## src/rtl/wb_stage.sv

```systemverilog
// Writeback stage: aligns load data, selects the writeback source, drives the
// register-file write port, and produces the registered difftest trace and retire counter.
module wb_stage #(
   parameter logic [31:0] RESET_PC = 32'h0000_0000,
   parameter int unsigned CNT_W    = 32
) (
   input  logic             clk,
   input  logic             resetn,
   input  logic             stall,
   input  logic             refresh,
   input  logic [31:0]      wb_data_rdata,
   input  logic [31:0]      wb_pc,
   input  logic [31:0]      wb_inst,
   input  logic [31:0]      wb_res,
   input  logic             wb_load,
   input  logic             wb_loadX,
   input  logic [3:0]       wb_lsV,
   input  logic [1:0]       wb_data_addr,
   input  logic             wb_al,
   input  logic             wb_regwen,
   input  logic [4:0]       wb_wreg,
   input  logic             wb_data_req,
   input  logic             wb_eret,
   input  logic             wb_cp0ren,
   input  logic [31:0]      wb_cp0rdata,
   input  logic [1:0]       wb_hiloren,
   input  logic [31:0]      wb_hilordata,
   output logic             rf_wen,
   output logic [4:0]       rf_waddr,
   output logic [31:0]      rf_wdata,
   output logic [31:0]      debug_wb_pc,
   output logic [3:0]       debug_wb_rf_wen,
   output logic [4:0]       debug_wb_rf_wnum,
   output logic [31:0]      debug_wb_rf_wdata,
   output logic [CNT_W-1:0] retire_cnt
);

   logic        valid;
   logic        done;
   logic [7:0]  ld_byte;
   logic [15:0] ld_half;
   logic [31:0] ld_data;

   // The instruction word and eret flag only travel with the slot for tracing upstream.
   logic unused_trace;
   assign unused_trace = ^{wb_inst, wb_eret};

   assign valid = (wb_pc != RESET_PC);

   always_comb begin
      case (wb_data_addr)
         2'b01:   ld_byte = wb_data_rdata[15:8];
         2'b10:   ld_byte = wb_data_rdata[23:16];
         2'b11:   ld_byte = wb_data_rdata[31:24];
         default: ld_byte = wb_data_rdata[7:0];
      endcase
      ld_half = wb_data_addr[1] ? wb_data_rdata[31:16] : wb_data_rdata[15:0];
      case (wb_lsV)
         4'b0001: ld_data = {{24{wb_loadX & ld_byte[7]}}, ld_byte};
         4'b0011: ld_data = {{16{wb_loadX & ld_half[15]}}, ld_half};
         default: ld_data = wb_data_rdata;
      endcase
   end

   always_comb begin
      if (wb_load)
         rf_wdata = ld_data;
      else if (wb_al)
         rf_wdata = wb_pc + 32'd8;
      else if (wb_cp0ren)
         rf_wdata = wb_cp0rdata;
      else if (wb_hiloren != 2'b00)
         rf_wdata = wb_hilordata;
      else
         rf_wdata = wb_res;
   end

   // done suppresses repeat writes/retires while the segment holds the same slot.
   assign rf_wen   = valid & wb_regwen & (wb_wreg != 5'd0) & ~done & ~(wb_load & ~wb_data_req);
   assign rf_waddr = wb_wreg;

   always_ff @(posedge clk or negedge resetn) begin
      if (!resetn)
         done <= 1'b0;
      else if (refresh || !stall)
         done <= 1'b0;
      else if (valid)
         done <= 1'b1;
   end

   always_ff @(posedge clk or negedge resetn) begin
      if (!resetn)
         retire_cnt <= '0;
      else if (valid && !done)
         retire_cnt <= retire_cnt + CNT_W'(1);
   end

   always_ff @(posedge clk or negedge resetn) begin
      if (!resetn) begin
         debug_wb_pc       <= '0;
         debug_wb_rf_wen   <= '0;
         debug_wb_rf_wnum  <= '0;
         debug_wb_rf_wdata <= '0;
      end else begin
         debug_wb_pc       <= (valid && !done) ? wb_pc : '0;
         debug_wb_rf_wen   <= {4{rf_wen}};
         debug_wb_rf_wnum  <= rf_wen ? wb_wreg : '0;
         debug_wb_rf_wdata <= rf_wen ? rf_wdata : '0;
      end
   end

endmodule

```

## config.mk

```make
export PLATFORM = sky130hd
export DESIGN_NAME = wb_stage
export DESIGN_NICKNAME = d
export VERILOG_FILES = /design/src/rtl/wb_stage.sv
export SDC_FILE = /design/constraint.sdc
export NUM_CORES = 1
export LEC_CHECK = 0
export CAP_MARGIN = 20
export CORE_MARGIN = 2
export CORE_UTILIZATION = 30
export CTS_BUF_LIST = sky130_fd_sc_hd__clkbuf_8
export DETAILED_ROUTE_END_ITERATION = 7
export PLACE_DENSITY = 0.67
export SYNTH_ARGS = -nofsm -noshare
export SYNTH_HDL_FRONTEND = slang
export SYNTH_SLANG_ARGS = --single-unit
```

## constraint.sdc

```tcl
create_clock -name clk -period 2.5 [get_ports clk]
set_input_delay 0.625 -clock clk [delete_from_list [all_inputs] [get_ports clk]]
set_output_delay 0.625 -clock clk [all_outputs]
set_load 0.01 [all_outputs]
```

# == Yosys cells after proc, flatten, opt, wreduce, memory -nomap -nowiden ==
# Cells that the tools add are included.
# classes
addsub,2
reduce_logical,8
n_mux,12
bitwise,10
eq_ne,5
# op_table
operator,n
two-way mux 32 bit,6
one-hot mux 32 bit (2 select lines),1
"adder 32 x 1 -> 32 bit, second input constant",1
"adder 32 x 4 -> 32 bit, second input constant",1
nonzero test 32 bit,1
one-hot mux 8 bit (3 select lines),1
two-way mux 16 bit,1
bitwise AND 1 bit,7
two-way mux 5 bit,1
nonzero test 5 bit,1
"equality test 2 bit, second input constant",2
"equality test 4 x 1 -> 1 bit, second input constant",1
"equality test 4 x 2 -> 1 bit, second input constant",1
nonzero test 2 bit,2
NOT 1 bit,3
"equality test 2 x 1 -> 1 bit, second input constant",1
zero test 1 bit,2
two-way mux 1 bit,2
logical AND 1 bit,1
logical OR 1 bit,1
# word_totals
regBits,103
out_inout_bits,143

# == Depth between registers and ports, before layout ==
# Gate-level depths: netlist of run 1.
# depth
depth_word,6
mapped_depth,9
ltp_nobuf,6

# == Worst setup path before layout of run 1 ==
# No wires, ideal clock.
# synth_timing
kind,input-to-output
start,in wb_pc[3]
end,out rf_wdata[19]
arrival_time_ns,1.973
setup_slack_ns,-0.098
required_time_ns,1.875
stages,7
cell_sequence,ha_1 -> and4_1 -> buf_4 -> nand4_4 -> o211a_1 -> a2111oi_2 -> a21oi_1
# synth_via
elab_chain_cells,3
# synth_lines
element,line,rtl
start: declaration,12,"input logic [31:0] wb_pc,"
adder 32 x 4 -> 32 bit,69,rf_wdata = wb_pc + 32'd8;
two-way mux 32 bit,68,else if (wb_al)
two-way mux 32 bit,66,if (wb_load)
end: declaration,30,"output logic [31:0] rf_wdata,"
# Every way passes these cells.

# == Worst setup path in the final report of run 1 ==
# layout_timing
start,in wb_lsV[3]
end,out rf_wdata[18]
# layout_via
elab_chain_cells,3
word_cells_on_any_way,4
cone_classes,2 x eq/ne; 2 x mux
# layout_lines
element,line,rtl
start: declaration,17,"input logic [3:0] wb_lsV,"
equality test 4 x 2 -> 1 bit / equality test 4 x 1 -> 1 bit (equally long branches),58,case (wb_lsV)
one-hot mux 32 bit (2 select lines) *,58,
two-way mux 32 bit *,66,
# Mark *: on every way between the ends. The rest lies on a longest branch, timed or not.

==> summary.txt, run 1 <==
peak supply drop: 0.0003066 V
Clock Skew: 0.02170 ns
placed inst area: 0.01135 mm²
min Tclk post-route: 2.788 ns
cell-internal power: 0.003679 W
vias: 8,258
worst path arrival time: 2.16 ns
Crit. Startpoint: wb_lsV[3]
area grow syn2layout: 105.0%
measured slew at the worst slew-check pin: 0.5110 ns
die width: 151.8 µm
R2R Path End: retire_cnt[16]$_DFFE_PN0N_
Final #Nets: 1,466
# fillers: 1,778
Main synth FF type: dfrtp_1
final setup margin: -0.2878 ns
max-cap violations: 0
setup TNS: -6.244 ns
RSZ-0062 raised after global routing: true
drt first pass iters: 5
Starting Density: 0.3032
Lkg Pwr: 5.750 nW
Overall Global Routing Usage: 0.2695
failing checks: setup timing
height of the die: 151.8 µm
Num CTS Buffers: 9
Worst slew margin: 0.6583
drt wl/cell: 21.45 µm
vias in the first global route: 8,333
Peak Freq: 358.7 MHz
routed wire length: 32,900 µm
Core Area: 0.02162 mm²
post-synthesis cell count: 713
Clock Power Share: 0.232
synth unique cells: 73
final instance area: 0.01344 mm²
power density cells: 412.5 mW/mm²
IO Pins: 359
CTS tree: built
Synthesis Warnings: 0
Hold WC Path Type: in -> async
Max Root-Sink Buffers: 2
CTS Sinks: 103
final setup vio count: 33
final cycle utilization of the critical path: 1.115
startpoint class of the critical path: input pin
GP Congestion: 0.9265
commonest non-fill, non-tap cells in the layout: clkdlybuf4s50_1 (235), buf_4 (184), dfrtp_1 (103)
P_sw: 0.001865 W
Syn Nets: 931
number of antenna violations at the first check in global routing: 1
CTS Root Cell: clkbuf_8
crit end category: output pin
R2R cell count: 5
first-pass GRT wire length: 48,270 µm
clock latency on the worst-skew pair: 0.40 ns
register area share after synthesis: 0.3931
Mean Syn Cell Area: 9.195 µm²
async set-or-reset flop fraction in the synthesized netlist: 1.000
DRC: 0
FP Rows: 54
DR vias/cell: 5.383
Combinational Power Share: 0.412
Die ar.: 0.02305 mm²
Switching Fraction: 0.3364
Final Slew Violations: 0
Core Util, Final: 0.6216
layout cell share with drive strength beyond 1: 0.4182
worst slack at placement: -1.233 ns
H-tree levels: 3
commonest non-fill, non-tap cell in the layout: clkdlybuf4s50_1
Req. time, crit path: 1.88 ns
CTS hold repair buffers: 0
sequential power share: 0.357
synthesized area: 0.006556 mm²
status: finished with violations
largest net degree at the start of global routing: 70
PortBufs: 325
antenna-violating nets left: 0
GR Overflow Total: 0
Post-synth EDFFs: 0
R2R setup slack: 0.54 ns
Worst-path clk slew: 0.13 ns
FF+latch count, synth: 103
Critical R2R Launch: retire_cnt[0]$_DFFE_PN0N_
CP Max Fanout: 8
CP Class: in -> out
DR iter-0 viols: 529
final hold violation count: 0
detailed placement HPWL: 23,580 µm
[what timing repair did]
action / CTS / global route
endpoints found under the setup margin: 130 / 33
gates resized for setup: 527 / 93
buffers inserted: 63 / 29
pin swaps: 92 / 69
cloned: 3 / 0
[layer usage]
layer  GRT usage  share of wire
met1      0.3407           0.40
met2      0.4580           0.49
met3     0.04963          0.072
met4      0.1041          0.039
met5           0              0
[layout make-up]
cell class,instances,area [µm²],area share
clock inverters,6,96.34,0.007168
multi-input cells,535,4756,0.3538
diodes,1,2.502,0.0001862
inverters,16,61.31,0.004562
clock buffers,10,137.6,0.01024
flip-flops and latches,103,2577,0.1918
well taps,280,350.3,0.02607
repair buffers,583,5459,0.4062
[cells by family (layout without fill, tap and decap cells)]
kind of cell	count (synthesis)	in the layout	share of synthesized area
AND/OR/NAND/NOR	285	286	0.2403
AO/OA/AOI/OAI	166	166	0.1859
flip-flops	103	103	0.3931
buffers and inverters	76	615	0.05820
XOR/XNOR	45	45	0.06011
multiplexers	36	36	0.05859
adder cells (fa/ha/maj)	2	2	0.003816
other	0	1	0
[how the worst max path moves through the flow]
stage | to | cells past startpoint
floorplan | rf_wdata[30] | 6
global placement | rf_wen | 8
detailed placement | rf_wdata[31] | 8
CTS | rf_wdata[14] | 11
global route | rf_wdata[29] | 10
finish | rf_wdata[18] | 9
[sequential cells by signal (all words and copies together), names as in the netlist]
signal             count
debug_wb_pc           32
debug_wb_rf_wdata     32
retire_cnt            32
debug_wb_rf_wnum       5
debug_wb_rf_wen        1
done                   1
[cells in the mapped netlist, types with 6 or more instances]
master / number / area (µm²)
a31oi_1: 16 / 100.1
a22o_1: 9 / 78.83
xnor2_1: 26 / 227.7
a22oi_1: 7 / 52.55
and2_1: 42 / 262.8
nand3_1: 20 / 100.1
and4_1: 7 / 61.31
a21oi_1: 23 / 115.1
buf_4: 14 / 105.1
a311oi_1: 14 / 122.6
o21ai_0: 21 / 105.1
nand4_1: 20 / 125.1
dfrtp_1: 103 / 2577
nand2_1: 76 / 285.3
inv_1: 14 / 52.55
o22ai_1: 9 / 56.30
nor2_1: 35 / 131.4
o21a_1: 8 / 60.06
a211oi_1: 19 / 142.6
xor2_1: 19 / 166.4
o2bb2ai_1: 7 / 61.31
nor4_1: 24 / 150.1
buf_2: 16 / 80.08
mux2_2: 9 / 101.4
a211o_1: 6 / 52.55
mux2i_1: 26 / 260.3
nor3_1: 20 / 100.1
nand2b_1: 10 / 62.56
clkbuf_1: 22 / 82.58
[per-stage QoR]
stage          total power [W]  instances  hold WS, ns
6_report              0.005544       1534       0.1873
5_1_grt               0.005794       1533       0.1975
4_1_cts               0.005432       1510       0.1808
3_5_place_dp          0.003969       1431       0.4598
3_3_place_gp          0.003942       1431       0.4582
2_1_floorplan         0.002739        713       0.3294
[critical path, stage by stage]
cell and delay, ns:
buf_6 0.09, or3b_4 0.42, o21ai_4 0.19, a21oi_4 0.12, buf_12 0.16, buf_6 0.12, a22o_4 0.22, nor2_4 0.11
buf_6 0.11
[power groups by stage]
stage | Clock, W | Combinational (W) | Sequential, W
2_1_floorplan | 0 | 0.000704 | 0.00204
3_3_place_gp | 0 | 0.00194 | 0.00200
5_1_grt | 0.00137 | 0.00242 | 0.00201
3_5_place_dp | 0 | 0.00196 | 0.00201
4_1_cts | 0.00131 | 0.00215 | 0.00198
6_report | 0.00128 | 0.00228 | 0.00198
No activity file was read; power rests on OpenSTA's default activity.
==> inputs of run 2 (changes only) <==
REMOVE_ABC_BUFFERS = 1   (was default)
==> summary.txt, run 2 (same netlist as run 1, synthesis figures left out) <==
status: finished with violations
failing checks: setup timing
Hold WC Path Type: in -> async
dpl cells: 1,433 (+0.14%)
Final #Nets: 1,464 (-0.14%)
vias in the first global route: 8,426 (+1.1%)
Starting Density: 0.3032 (unchanged)
Power, Total: 0.005337 W (-3.7%)
CTS Root Cell: clkbuf_8
CTS Sinks: 103 (unchanged)
CP Max Fanout: 7 (-1)
GR Overflow Total: 0 (unchanged)
grt peak-use layer: met2
measured slew at the worst slew-check pin: 0.6267 ns (+0.1157 ns)
final setup vio count: 33 (unchanged)
critical path's top delay family: compound AO/OA/AOI/OAI gates
Worst-path clk slew: 0.11 ns (-0.02 ns)
power density cells: 403.0 mW/mm² (-2.3%)
final setup margin: -0.3876 ns (-0.09980 ns)
final hold violation count: 0 (unchanged)
height of the die: 151.8 µm (unchanged)
cell-internal power: 0.003464 W (-5.8%)
Critical path buffers and inverters: 3 (-1)
final cycle utilization of the critical path: 1.155 (+0.03992)
sequential power share: 0.366 (+0.009)
CP Class: in -> out
Lkg Pwr: 5.596 nW (-2.7%)
Core Area: 0.02162 mm² (unchanged)
area grow syn2layout: 102.0%
critical path cell sequence: buf_6 > or3b_4 > o21ai_4 > a21oi_4 > buf_16 > a22o_4 > a21oi_2 > buf_4
DRC: 0 (unchanged)
slowest cell delay on critical path: 0.44 ns (+0.02 ns)
DR iter-0 viols: 479 (-9.5%)
Clock Skew: 0.01433 ns (-0.007368 ns)
detailed placement HPWL: 23,450 µm (-0.54%)
Peak Freq: 346.3 MHz (-3.5%)
commonest non-fill, non-tap cell in the layout: clkdlybuf4s50_1
peak supply drop: 0.0002320 V (-24%)
Die ar.: 0.02305 mm² (unchanged)
H-tree levels: 3 (unchanged)
die width: 151.8 µm (unchanged)
drt wl/cell: 21.19 µm (-1.2%)
DR vias/cell: 5.363 (-0.38%)
Clock Power Share: 0.200 (-0.032)
GP Congestion: 0.9139 (-1.4%)
worst path arrival time: 2.26 ns (+0.10 ns)
IO Pins: 359 (unchanged)
Max Root-Sink Buffers: 2 (unchanged)
crit end category: output pin
first-pass GRT wire length: 47,920 µm (-0.73%)
drt first pass iters: 5 (unchanged)
P_sw: 0.001873 W (+0.41%)
GR Util met2: 0.4554 (-0.002574)
CTS hold repair buffers: 0 (unchanged)
Switching Fraction: 0.3509 (+0.01449)
number of antenna violations at the first check in global routing: 3 (+2)
largest net degree at the start of global routing: 46 (-34%)
startpoint class of the critical path: input pin
commonest non-fill, non-tap cells in the layout: clkdlybuf4s50_1 (234), buf_4 (196), dfrtp_1 (103)
largest registers: debug_wb_pc (32), debug_wb_rf_wdata (32), retire_cnt (32)
Combinational Power Share: 0.434 (+0.022)
vias: 8,216 (-0.51%)
PortBufs: 325 (unchanged)
FP Rows: 54 (unchanged)
antenna-violating nets left: 0 (unchanged)
routed wire length: 32,470 µm (-1.3%)
crit path max-delay cell type: or3b_4
max-cap violations: 0 (unchanged)
RSZ-0062 raised after global routing: true
CTS tree: built
Post-Layout Cell Count: 1,532 (-0.13%)
Req. time, crit path: 1.88 ns (about the same)
min Tclk post-route: 2.888 ns (+0.09980 ns)
Worst slew margin: 0.5822 (-0.07609)
layout cell share with drive strength beyond 1: 0.4181 (about the same)
Num CTS Buffers: 9 (unchanged)
GR Layer Usage met1: 0.3212 (-0.01954)
Overall Global Routing Usage: 0.2668 (-0.002702)
Final Slew Violations: 0 (unchanged)
clock latency on the worst-skew pair: 0.39 ns (about the same)
GR met3 Demand/Resource: 0.06760 (+0.01797)
[run 2: worst paths after layout]
path	endpoint	slack, ns	cells after the start	from
setup / recovery	rf_wdata[31]	-0.39	8	wb_lsV[2]
hold / removal	retire_cnt[30]$_DFFE_PN0N_	0.25	1	resetn
max in group asynchronous	debug_wb_pc[12]$_DFF_PN0_	1.64	2	resetn
hold reg to reg	retire_cnt[31]$_DFFE_PN0N_	0.49	1	retire_cnt[31]$_DFFE_PN0N_
setup reg to reg	retire_cnt[27]$_DFFE_PN0N_	0.49	5	retire_cnt[8]$_DFFE_PN0N_
min in group clk	retire_cnt[31]$_DFFE_PN0N_	0.49	1	retire_cnt[31]$_DFFE_PN0N_
[run 2: per-layer routing]
layer	vias up	wire length (µm)
li1	3693	-
met1	4031	12910
met2	400	15810
met3	88	2425
met4	4	1300
met5	-	21
[run 2: layout make-up]
type / count / area (µm²)
multi-input combinational: 535 / 4701
inverter: 16 / 65.06
antenna: 1 / 2.502
timing repair buffer: 581 / 5358
sequential: 103 / 2577
tap: 280 / 350.3
clock inverter: 7 / 66.31
fill: 1764 / 8377
clock buffer: 9 / 123.9
[run 2: per-stage QoR]
step	area (µm²)	utilization	hold WS [ns]	TNS, ns	setup slack [ns]
2_1_floorplan	6235	-	0.3294	-47.26	-1.155
3_3_place_gp	11250	0.5202	0.4548	-59.77	-1.208
3_5_place_dp	11250	0.5202	0.4807	-63.25	-1.230
4_1_cts	12940	0.5985	0.2541	-5.044	-0.2525
5_1_grt	13240	0.6126	0.2797	-7.693	-0.3811
6_report	13240	0.6126	0.2453	-6.670	-0.3876
[run 2: power groups by stage]
stage / Clock [W] / Sequential, W / Combinational (W)
2_1_floorplan: 0 / 0.00205 / 0.000586
3_3_place_gp: 0 / 0.00198 / 0.00195
3_5_place_dp: 0 / 0.00199 / 0.00198
4_1_cts: 0.00109 / 0.00196 / 0.00221
5_1_grt: 0.00116 / 0.00198 / 0.00245
6_report: 0.00107 / 0.00195 / 0.00232
[run 2: worst register-to-register path, stage by stage (launching register included)]
cell and delay, ns:
dfrtp_1 0.48, and4_1 0.30, nand4_1 0.33, nor2_1 0.38
nor4b_2 0.29, xor2_1 0.16
[run 2: what timing repair did]
item	CTS	global route
gates resized for setup	559	62
cloned	3	0
buffers inserted	77	16
endpoints found under the setup margin	34	36
pin swaps	107	49
hold endpoints to repair	0	0
==> inputs of run 3 (changes only) <==
CTS_BUF_LIST = default   (was sky130_fd_sc_hd__clkbuf_8)
REMOVE_ABC_BUFFERS = default   (was 1)
==> summary.txt, run 3 (same netlist as run 1, synthesis figures left out) <==
detailed placement HPWL: 23,580 µm (+0.54%)
setup TNS: -6.184 ns (+0.4868 ns)
GP Congestion: 0.9265 (+1.4%)
routed wire length: 32,900 µm (+1.3%)
startpoint class of the critical path: input pin
DR iter-0 viols: 623 (+30%)
Starting Density: 0.3032 (unchanged)
Num CTS Buffers: 9 (unchanged)
CTS Root Cell: clkbuf_16
Hold WC Path Type: in -> async
CTS Sinks: 103 (unchanged)
RSZ-0062 raised after global routing: true
Combinational Power Share: 0.388 (-0.046)
Max Root-Sink Buffers: 2 (unchanged)
CP Max Fanout: 8 (+1)
peak supply drop: 0.0002467 V (+6.3%)
IO Pins: 359 (unchanged)
Critical R2R Launch: retire_cnt[0]$_DFFE_PN0N_
R2R cell count: 5 (unchanged)
power density cells: 436.0 mW/mm² (+8.2%)
FP Rows: 54 (unchanged)
final setup margin: -0.2949 ns (+0.09275 ns)
drt wl/cell: 21.46 µm (+1.3%)
Core Util, Final: 0.6264 (+0.01389)
critical path cell sequence: buf_6 > or3b_4 > o21ai_4 > a21oi_4 > buf_12 > buf_6 > a22o_4 > nor2_4 > buf_6
Clock Power Share: 0.277 (+0.077)
met2 wire length: 16,040 µm (+1.5%)
antenna-violating nets left: 0 (unchanged)
Clock Skew: 0.01468 ns (+0.0003537 ns)
commonest non-fill, non-tap cell in the layout: clkdlybuf4s50_1
Worst slew margin: 0.6479 (+0.06566)
final setup vio count: 33 (unchanged)
R2R setup slack: 0.54 ns (+0.05 ns)
crit path max-delay cell type: or3b_4
placed inst area: 0.01135 mm² (+0.95%)
DRC: 0 (unchanged)
DR vias/cell: 5.344 (-0.36%)
Core Area: 0.02162 mm² (unchanged)
worst path arrival time: 2.17 ns (-0.09 ns)
Crit. Startpoint: wb_lsV[3]
min Tclk post-route: 2.795 ns (-0.09275 ns)
area grow syn2layout: 106.6%
commonest non-fill, non-tap cells in the layout: clkdlybuf4s50_1 (235), buf_4 (185), dfrtp_1 (103)
final instance area: 0.01354 mm² (+2.3%)
slowest cell delay on critical path: 0.42 ns (-0.02 ns)
Worst-path clk slew: 0.08 ns (-0.03 ns)
Overall Global Routing Usage: 0.2701 (+0.003283)
final hold violation count: 0 (unchanged)
Lkg Pwr: 5.760 nW (+2.9%)
Most Frequent Cell on Critical Path: buf_6
crit end category: output pin
status: finished with violations
Final Slew Violations: 0 (unchanged)
sequential power share: 0.335 (-0.031)
vias in the first global route: 8,311 (-1.4%)
Crit path depth: 9 (+1)
Met3 Wirelength: 2422 µm (-0.12%)
Highest Signal Layer: met4
Final #Nets: 1,463 (-0.068%)
Req. time, crit path: 1.88 ns (about the same)
PortBufs: 325 (unchanged)
height of the die: 151.8 µm (unchanged)
first-pass GRT wire length: 48,360 µm (+0.91%)
largest registers: debug_wb_pc (32), debug_wb_rf_wdata (32), retire_cnt (32)
die width: 151.8 µm (unchanged)
GR Overflow Total: 0 (unchanged)
CP Class: in -> out
CTS tree: built
final cycle utilization of the critical path: 1.118 (-0.03710)
failing checks: setup timing
Die ar.: 0.02305 mm² (unchanged)
P_sw: 0.001906 W (+1.8%)
Switching Fraction: 0.3227 (-0.02813)
Peak Freq: 357.8 MHz (+3.3%)
vias: 8,192 (-0.29%)
cell-internal power: 0.003999 W (+15%)
layout cell share with drive strength beyond 1: 0.4192 (+0.001134)
max-cap violations: 0 (unchanged)
DRT met1 WL: 13,290 µm (+2.9%)
H-tree levels: 3 (unchanged)
largest net degree at the start of global routing: 70 (+52%)
Critical path buffers and inverters: 4 (+1)
measured slew at the worst slew-check pin: 0.5272 ns (-0.09946 ns)
clock latency on the worst-skew pair: 0.36 ns (-0.03 ns)
critical path's top delay family: simple AND/OR/NAND/NOR gates
drt first pass iters: 5 (unchanged)
number of antenna violations at the first check in global routing: 3 (unchanged)
[run 3: changes by cell type in the layout (fill, tap and decap cells not counted), sizes merged]
| cell | change |
|---|---|
| clkdlybuf4s15 | -4 |
| clkbuf | +3 |
| clkinv | -3 |
| bufinv | +2 |
| diode | +2 |
| bufbuf | +1 |
| clkdlybuf4s50 | +1 |
| clkinvlp | -1 |
| dlygate4sd2 | -1 |
| inv | +1 |
[run 3: cell type report]
cell class | instances | area [µm²]
multi-input combinational | 535 | 4788
antenna | 3 | 7.507
sequential | 103 | 2577
clock buffer | 10 | 239.0
clock inverter | 6 | 96.34
inverter | 16 | 61.31
tap | 280 | 350.3
fill | 1770 | 8077
timing repair buffer | 580 | 5424
[run 3: per-layer routing]
metal	global-route usage	vias to the layer above
met5	0	-
met4	0.09791	0
met3	0.04991	78
met2	0.4586	434
met1	0.3443	3989
li1	-	3691
[run 3: stage by stage]
step	instances	setup WS, ns	hold WS [ns]	total power, W
after floorplan	713	-0.007044	0.3294	0.002739
after global placement	1431	-1.220	0.4582	0.003942
after detailed placement	1431	-1.233	0.4598	0.003969
after CTS	1512	-0.3372	0.2387	0.005786
after global routing	1532	-0.3380	0.2463	0.006161
final	1533	-0.2949	0.2384	0.005905
[run 3: worst paths after layout]
kind / to
setup reg to reg: retire_cnt[18]$_DFFE_PN0N_
max in group asynchronous: debug_wb_rf_wdata[23]$_DFF_PN0_
hold / removal: debug_wb_rf_wdata[7]$_DFF_PN0_
hold reg to reg: retire_cnt[31]$_DFFE_PN0N_
setup / recovery: rf_wdata[18]
min in group clk: retire_cnt[31]$_DFFE_PN0N_
[run 3: power by group through the flow]
| stage | clock [W] | sequential (W) | combinational, W |
|---|---|---|---|
| after floorplan | 0 | 0.00204 | 0.000704 |
| after global placement | 0 | 0.00200 | 0.00194 |
| after detailed placement | 0 | 0.00201 | 0.00196 |
| after CTS | 0.00166 | 0.00198 | 0.00215 |
| after global routing | 0.00172 | 0.00201 | 0.00243 |
| final | 0.00164 | 0.00198 | 0.00229 |
[run 3: repair_timing]
action / in CTS / in global routing
buffers inserted: 65 / 25
hold buffers: 0 / 0
setup endpoints to repair: 135 / 33
pin swaps: 92 / 71
cloned: 3 / 0
gates resized for setup: 526 / 96
[run 3: worst reg2reg max path, stage by stage (launching register included)]
cell,delay [ns]
dfrtp_1,0.44
ha_1,0.20
and3_1,0.20
nand4_1,0.44
nor4_1,0.45
xor2_1,0.17
